===== src/rtl/shift_sequencer_if.sv =====
// shift_sequencer_if: start/busy/done handshake and data bus for the serial shift unit
interface shift_sequencer_if #(
   parameter int WIDTH = 16,
   parameter int AMT_W = 4
);
   logic             start;
   logic [WIDTH-1:0] operand;
   logic [AMT_W-1:0] amount;
   logic             dir;
   logic             arith;
   logic             busy;
   logic             done;
   logic [WIDTH-1:0] result;
   modport master (output start, operand, amount, dir, arith, input busy, done, result);
   modport slave  (input start, operand, amount, dir, arith, output busy, done, result);
endinterface


===== src/rtl/shift_sequencer.sv =====
// shift_sequencer: multi-cycle shifter, one bit position per clock under counter control
module shift_sequencer #(
   parameter int WIDTH = 16,
   parameter int AMT_W = 4
) (
   input logic               clk,
   input logic               rst_b,
   shift_sequencer_if.slave  bus
);
   typedef enum logic [1:0] {IDLE, SHIFT, DONE} state_t;
   state_t           state, next;
   logic [WIDTH-1:0] data, shifted, result_q;
   logic [AMT_W-1:0] cnt;
   logic             dir_q, arith_q;
   // one-bit shift of the working register; fill bit copies the MSB only for arithmetic right shifts
   always_comb shifted = dir_q ? {arith_q & data[WIDTH-1], data[WIDTH-1:1]} : {data[WIDTH-2:0], 1'b0};
   // state register
   always_ff @(posedge clk or negedge rst_b)
      if (!rst_b) state <= IDLE;
      else state <= next;
   // next state: zero-amount requests skip straight to DONE; DONE always returns to IDLE
   always_comb
      next = (state == IDLE)  ? (bus.start ? ((bus.amount == '0) ? DONE : SHIFT) : IDLE) :
             (state == SHIFT) ? ((cnt == AMT_W'(1)) ? DONE : SHIFT) : IDLE;
   // Moore outputs decoded from state
   always_comb begin
      bus.busy   = (state != IDLE);
      bus.done   = (state == DONE);
      bus.result = result_q;
   end
   // datapath: capture on accept, shift while counting down, publish result on entry to DONE
   always_ff @(posedge clk or negedge rst_b)
      if (!rst_b) begin
         data     <= '0;
         cnt      <= '0;
         dir_q    <= 1'b0;
         arith_q  <= 1'b0;
         result_q <= '0;
      end else if (state == IDLE && bus.start) begin
         data    <= bus.operand;
         cnt     <= bus.amount;
         dir_q   <= bus.dir;
         arith_q <= bus.arith;
         if (bus.amount == '0) result_q <= bus.operand;
      end else if (state == SHIFT) begin
         data <= shifted;
         cnt  <= cnt - AMT_W'(1);
         if (cnt == AMT_W'(1)) result_q <= shifted;
      end
endmodule


===== src/flat_wrapper.sv =====
// flat-port wrapper written by rule: the top's interface ports become plain ports
module shift_sequencer_flat 
#(
   parameter int WIDTH = 16,
   parameter int AMT_W = 4
)
  (clk, rst_b, bus_start, bus_operand, bus_amount, bus_dir, bus_arith, bus_busy, bus_done, bus_result);
  shift_sequencer_if #(.WIDTH(WIDTH), .AMT_W(AMT_W)) bus_i ();
  input logic clk;
  input logic rst_b;
  input wire logic [$bits(bus_i.start)-1:0] bus_start;
  input wire logic [$bits(bus_i.operand)-1:0] bus_operand;
  input wire logic [$bits(bus_i.amount)-1:0] bus_amount;
  input wire logic [$bits(bus_i.dir)-1:0] bus_dir;
  input wire logic [$bits(bus_i.arith)-1:0] bus_arith;
  output wire logic [$bits(bus_i.busy)-1:0] bus_busy;
  output wire logic [$bits(bus_i.done)-1:0] bus_done;
  output wire logic [$bits(bus_i.result)-1:0] bus_result;
  assign bus_i.start = bus_start;
  assign bus_i.operand = bus_operand;
  assign bus_i.amount = bus_amount;
  assign bus_i.dir = bus_dir;
  assign bus_i.arith = bus_arith;
  assign bus_busy = bus_i.busy;
  assign bus_done = bus_i.done;
  assign bus_result = bus_i.result;
  shift_sequencer #(.WIDTH(WIDTH), .AMT_W(AMT_W)) u_core (.clk(clk), .rst_b(rst_b), .bus(bus_i));
endmodule

===== config.mk =====
export PLATFORM = sky130hd
export DESIGN_NAME = shift_sequencer_flat
export DESIGN_NICKNAME = d
export VERILOG_FILES = /design/src/rtl/shift_sequencer_if.sv /design/src/rtl/shift_sequencer.sv /design/src/flat_wrapper.sv
export SDC_FILE = /design/constraint.sdc
export NUM_CORES = 1
export LEC_CHECK = 0
export CAP_MARGIN = 10
export CORE_MARGIN = 5
export CORE_UTILIZATION = 30
export CTS_CLUSTER_SIZE = 24
export DETAILED_ROUTE_END_ITERATION = 7
export HOLD_SLACK_MARGIN = 0.05
export SETUP_SLACK_MARGIN = 0.4
export SLEW_MARGIN = 15
export SYNTH_ARGS = -nofsm -noshare
export SYNTH_HDL_FRONTEND = slang
export SYNTH_SLANG_ARGS = --single-unit

===== constraint.sdc =====
create_clock -name clk -period 2.8 [get_ports clk]
set_clock_uncertainty 0.1 [all_clocks]
set_input_delay 0.56 -clock clk [delete_from_list [all_inputs] [get_ports clk]]
set_output_delay 0.56 -clock clk [all_outputs]
set_load 0.1 [all_outputs]

==> results_dict.tcl, run 1 <==
set metrics [dict create \
    vias 1743 \
    synth_cells 227 \
    overflow 0 \
    wl_per_cell_um 14.2 \
    start_util_pct 30.4 \
    place_hpwl_um 3610 \
    comb_power_share_pct 56.2 \
    core_area_um2 7180 \
    worst_pin_slew_ns 0.927 \
    startpoint "bus_amount[3]" \
    numPortBuffers 42 \
    cp.arrival_ns 2.34 \
    synth_ff_type "dfrtp_1" \
    drt_iter0_markers 122 \
    ir_worst_vdd_mv 0.418 \
    crit_type "in2reg" \
    grt_usage_pct 12.1 \
    worstSkewPairLatency_ns 0.29 \
    hold_violations 0 \
    setup_violations 0 \
    reg2reg_from "u_core.state[0]$_DFF_PN0_" \
    syn_nets 254 \
    fin_cells 368 \
    hold_slack_ns 0.294 \
    cts_buffer_depth 2 \
    die_h_um 95.3 \
    power.internal_mw 1.89 \
    synthDistinctLibCells 33 \
    grt_pass1_wl_um 8510 \
    finalMaxSlewViolations 0 \
    antennaDiodeCount 0 \
    p_leak_nw 1.20 \
    io_pins 43 \
    async_flop_share_pct 100 \
    route.detailed.drc 0 \
    powerDensity_nw_per_um2 1340 \
    first_pass_iters 4 \
    cts_max_level 2 \
    cts_buffers 5 \
    yosysWarnings 0 \
    crit_path_end_kind "flop" \
    relSlewSlack_pct 38.2 \
    clock.fmax_ghz 0.445 \
    cts-root-buf "clkbuf_8" \
    drt.antenna.violating_nets 0 \
    worstPathRequired_ns 2.89 \
    dp.cells 360 \
    rr_worst_depth 3 \
    switchingPower_mw 1.85 \
    die_area_um2 9090 \
    syn_to_final_growth_pct 27.9 \
    num_rows 31 \
    layout.nets 295 \
    syn_avg_cell_area_um2 9.62 \
    cts_tree "yes" \
    globalplace.congestion 0.772 \
    grt_max_degree 41 \
    yosys_register_bits 40 \
    tns_ns 0 \
    status "finished clean" \
    vias_per_cell 4.74 \
    ctsResizeCount 0 \
    post_cts_buffers 0 \
    min_period_ns 2.25 \
    startpoint_type "primary input" \
    maxCapViolations 0 \
    drive_above_1_share_pct 19.0 \
    path_clk_slew_ns 0.08 \
    hp-class "in2async" \
    ctsHoldBuffers 0 \
    finalWirelength_um 5220 \
    cts_sinks 40 \
    antenna_found_initial 0 \
    clkPwrFrac_pct 13.9 \
    rsz0062_at_grt "no" \
    grt_pass1_vias 1710 \
    power_mw 3.75 \
    seqPwrFrac_pct 30.0 \
    cp_max_fo 18 \
    timing.final.crit_share_pct 80.3 \
    ff2ff_setup_slack_ns 0.93 \
    syn_area_um2 2180 \
    seq_area_frac_synth_pct 45.8 \
    die_w_um 95.3 \
    synth-edff-count 0 \
    p_sw_share_pct 49.5 \
]
## metal layers
layer | part of all wire [%] | GRT usage (%) | wire [um]
met1 | 48 | 16.2 | 2500
met2 | 46 | 19.0 | 2420
met4 | 0.94 | 3.97 | 49
met5 | 0 | 0 | 0
met3 | 4.6 | 3.24 | 240
## worst max-delay path: stages
cell and delay, ns:
clkdlybuf4s50_1 0.42, or4_4 0.69, a2bb2oi_4 0.32, a221oi_1 0.34
## synthesized netlist by cell type (2+ instances only)
cell type	count	area, um^2
o31ai_1	15	113
buf_6	2	22.5
dfrtp_1	40	1000
nor2_1	18	67.6
o2bb2a_1	2	20.0
mux2i_1	14	140
o21ai_0	3	15.0
nand3_1	2	10.0
nor2b_1	2	12.5
nand2_1	26	97.6
inv_1	20	75.1
a21oi_1	3	15.0
a221oi_1	7	61.3
and2_1	15	93.8
ha_1	2	25.0
a221oi_2	9	135
buf_2	2	10.0
clkbuf_1	12	45.0
nor3_1	17	85.1
a22oi_1	2	15.0
a31oi_1	2	12.5
## layout by cell type (no fill, tap or decap), types with 7 or more instances in the layout
cell	n
a221oi_1	7
a221oi_2	9
and2_1	15
buf_4	26
clkbuf_8	7
clkdlybuf4s50_1	23
dfrtp_1	40
inv_1	20
mux2i_1	14
nand2_1	26
nor2_1	17
nor3_1	17
o31ai_1	15
## worst paths after layout
check	end
max	u_core.bus.result[3]$_DFFE_PN0P_
min	u_core.bus.result[12]$_DFFE_PN0P_
max reg2reg	u_core.bus.result[3]$_DFFE_PN0P_
min reg2reg	u_core.data[8]$_DFFE_PN0P_
max in group asynchronous	u_core.bus.result[2]$_DFFE_PN0P_
min in group clk	u_core.data[8]$_DFFE_PN0P_
## final cells by class
type | count | area [um^2]
Clock buffer | 7 | 96.3
Clock inverter | 1 | 30.0
Fill cell | 740 | 4380
Inverter | 21 | 80.1
Multi-Input combinational cell | 150 | 1030
Sequential cell | 40 | 1000
Tap cell | 99 | 124
Timing Repair Buffer | 50 | 430
## logic make-up after synthesis
kind of cell,Yosys count,share of synthesized area [%]
AND/OR/NAND/NOR,87,19.5
AO/OA/AOI/OAI,47,19.9
flip-flops,40,45.8
multiplexers,14,6.41
buffers and inverters,37,7.22
adder cells (fa/ha/maj),2,1.15
## registers in the layout, indices dropped and copies added, names as in the netlist
| signal | flops |
|---|---|
| u_core.dir_q | 1 |
| u_core.data | 16 |
| u_core.arith_q | 1 |
| u_core.state | 2 |
| u_core.cnt | 4 |
| u_core.bus.result | 16 |
## power groups by stage
stage / sequential, mW / clock [mW] / combinational [mW]
finish: 1.12 / 0.520 / 2.10
global route: 1.16 / 0.562 / 2.26
CTS: 1.12 / 0.531 / 2.13
detailed placement: 1.13 / 0 / 2.12
global placement: 1.13 / 0 / 2.09
floorplan: 1.75 / 0 / 1.02
## metrics by stage
| stage | worst slack [ns] | utilization (%) | area (um^2) |
|---|---|---|---|
| 6_report | 0.552 | 38.9 | 2790 |
| 5_1_grt | 0.462 | 38.9 | 2790 |
| 3_5_place_dp | 0.238 | 37.2 | 2670 |
| 4_1_cts | 0.538 | 38.9 | 2790 |
| 2_1_floorplan | 0.744 | - | 2190 |
| 3_3_place_gp | 0.270 | 37.2 | 2670 |
Note: power is estimated with default switching activity, not from simulation.
==> inputs of run 2 (changes only) <==
clock period = 2.22 ns   (was 2.8 ns; I/O delays follow)
==> results_dict.tcl, run 2 (synthesis gave the netlist of run 1 again) <==
set metrics [dict create \
    cp.arrival_ns 1.22 \
    die_h_um 95.3 \
    cp_top_family "flip-flops" \
    globalplace.congestion 0.740 \
    ir_worst_vdd_mv 0.705 \
    grt_max_degree 35 \
    io_pins 43 \
    fin_ws_ns 0.452 \
    post-place-ws_ns -0.0645 \
    status "finished clean" \
    path_clk_slew_ns 0.08 \
    first_pass_iters 5 \
    cts_buffer_depth 2 \
    dp.cells 364 \
    cp_max_fo 9 \
    cts_tree "yes" \
    design_area_um2 3110 \
    vias_per_cell 4.97 \
    vias 1892 \
    syn_to_final_growth_pct 42.6 \
    relSlewSlack_pct 62.0 \
    finalMaxSlewViolations 0 \
    hold_violations 0 \
    crit_type "reg2out" \
    worstSkewPairLatency_ns 0.29 \
    setup_violations 0 \
    drt_iter0_markers 98 \
    worst_pin_slew_ns 0.571 \
    antennaDiodeCount 0 \
    power_mw 4.96 \
    drive_above_1_share_pct 29.8 \
    n_fill_cell 695 \
    layout.nets 308 \
    start_util_pct 30.4 \
    worstPathRequired_ns 1.68 \
    finalWirelength_um 5850 \
    overflow 0 \
    cts_buffers 5 \
    timing.final.crit_share_pct 79.7 \
    die_w_um 95.3 \
    rsz0062_at_grt "yes" \
    route.detailed.drc 0 \
    final_cell_mix "dfrtp_1, buf_4, nand2_1, inv_1, clkdlybuf4s50_1" \
    maxCapViolations 0 \
    cp.buffers_inverters 2 \
    num_rows 31 \
    grt_pass1_vias 1939 \
    fin_cells 381 \
    place_hpwl_um 3760 \
    die_area_um2 9090 \
    cts_sinks 40 \
    grt_pass1_wl_um 9570 \
    antenna_found_initial 0 \
    min_period_ns 1.77 \
    wl_per_cell_um 15.3 \
    startpoint_type "flop" \
    hp-class "reg2reg" \
    cpMaxStageDelayCell "dfrtp_2" \
    drt.antenna.violating_nets 0 \
    p_leak_nw 1.31 \
    cp_cell_sequence "clkinv_4 > nor2_4 > buf_12" \
    crit_path_end_kind "primary output" \
    placed_area_um2 2750 \
    cts_max_level 2 \
    numPortBuffers 42 \
    clock.fmax_ghz 0.565 \
    critical-path-max-stage-delay_ns 0.45 \
    cts-root-buf "clkbuf_8" \
    grt_usage_pct 13.7 \
    final_common_cell "dfrtp_1" \
    powerDensity_nw_per_um2 1590 \
    core_area_um2 7180 \
]
-- run 2: cell types whose count changed in the layout (fill, tap and decap cells not counted), moves of 4 or more --
cell             change
clkdlybuf4s50_1      -5
nor3_2              +12
nor3_1              -12
a221oi_1             -6
dlygate4sd2_1        +4
buf_12               +7
a221oi_2             +6
-- run 2: worst paths after layout --
check | endpoint | cells after the start | startpoint | slack (ns)
max | bus_done | 3 | u_core.state[1]$_DFF_PN0_ | 0.45
min | u_core.data[14]$_DFFE_PN0P_ | 2 | u_core.data[14]$_DFFE_PN0P_ | 0.41
min reg2reg | u_core.data[14]$_DFFE_PN0P_ | 2 | u_core.data[14]$_DFFE_PN0P_ | 0.41
min in group asynchronous | u_core.bus.result[13]$_DFFE_PN0P_ | 2 | rst_b | 0.58
max reg2reg | u_core.data[6]$_DFFE_PN0P_ | 4 | u_core.state[1]$_DFF_PN0_ | 0.47
max in group asynchronous | u_core.state[1]$_DFF_PN0_ | 3 | rst_b | 0.85
-- run 2: timing repair --
item / CTS / global route
resized for setup: 29 / 6
endpoints found under the setup margin: 29 / 16
pin swaps: 9 / 3
hold endpoints to repair: 3 / 0
hold buffers: 1 / 0
buffers inserted: 1 / 5
gates cloned: 2 / 0
-- run 2: area by class of cell --
cell class	count	area (um^2)	share of cell area [%]
clock buffers	6	72.6	2.33
well taps	99	124	3.98
inverters	21	83.8	2.69
flip-flops and latches	40	1000	32.2
multi-input cells	152	1190	38.4
repair buffers	61	601	19.3
clock inverters	2	35.0	1.12
-- run 2: stage by stage --
| step | TNS [ns] | util (%) | hold WS, ns |
|---|---|---|---|
| global placement | -0.130 | 38.4 | 0.360 |
| global route | 0 | 43.4 | 0.437 |
| detailed placement | -0.298 | 38.4 | 0.368 |
| CTS | 0 | 42.1 | 0.406 |
| finish | 0 | 43.4 | 0.412 |
| floorplan | 0 | - | 0.0484 |
-- run 2: tightest hold or removal path, delay by kind of cell (launching register included) --
kind            cells  cell delay, ns
compound gates      1            0.06
flops               1            0.37
simple gates        1            0.05
-- run 2: power breakdown --
group          internal [mW]  switching [mW]
logic                   1.09            1.91
clock network          0.334           0.259
registers               1.08           0.285
-- run 2: layer usage --
layer / up-vias / track usage (%) / part of all wire [%]
li1: 911 / - / -
met1: 947 / 16.9 / 43
met2: 28 / 23.7 / 51
met3: 6 / 3.08 / 4.2
met4: 0 / 4.57 / 1.1
met5: - / 0 / 0
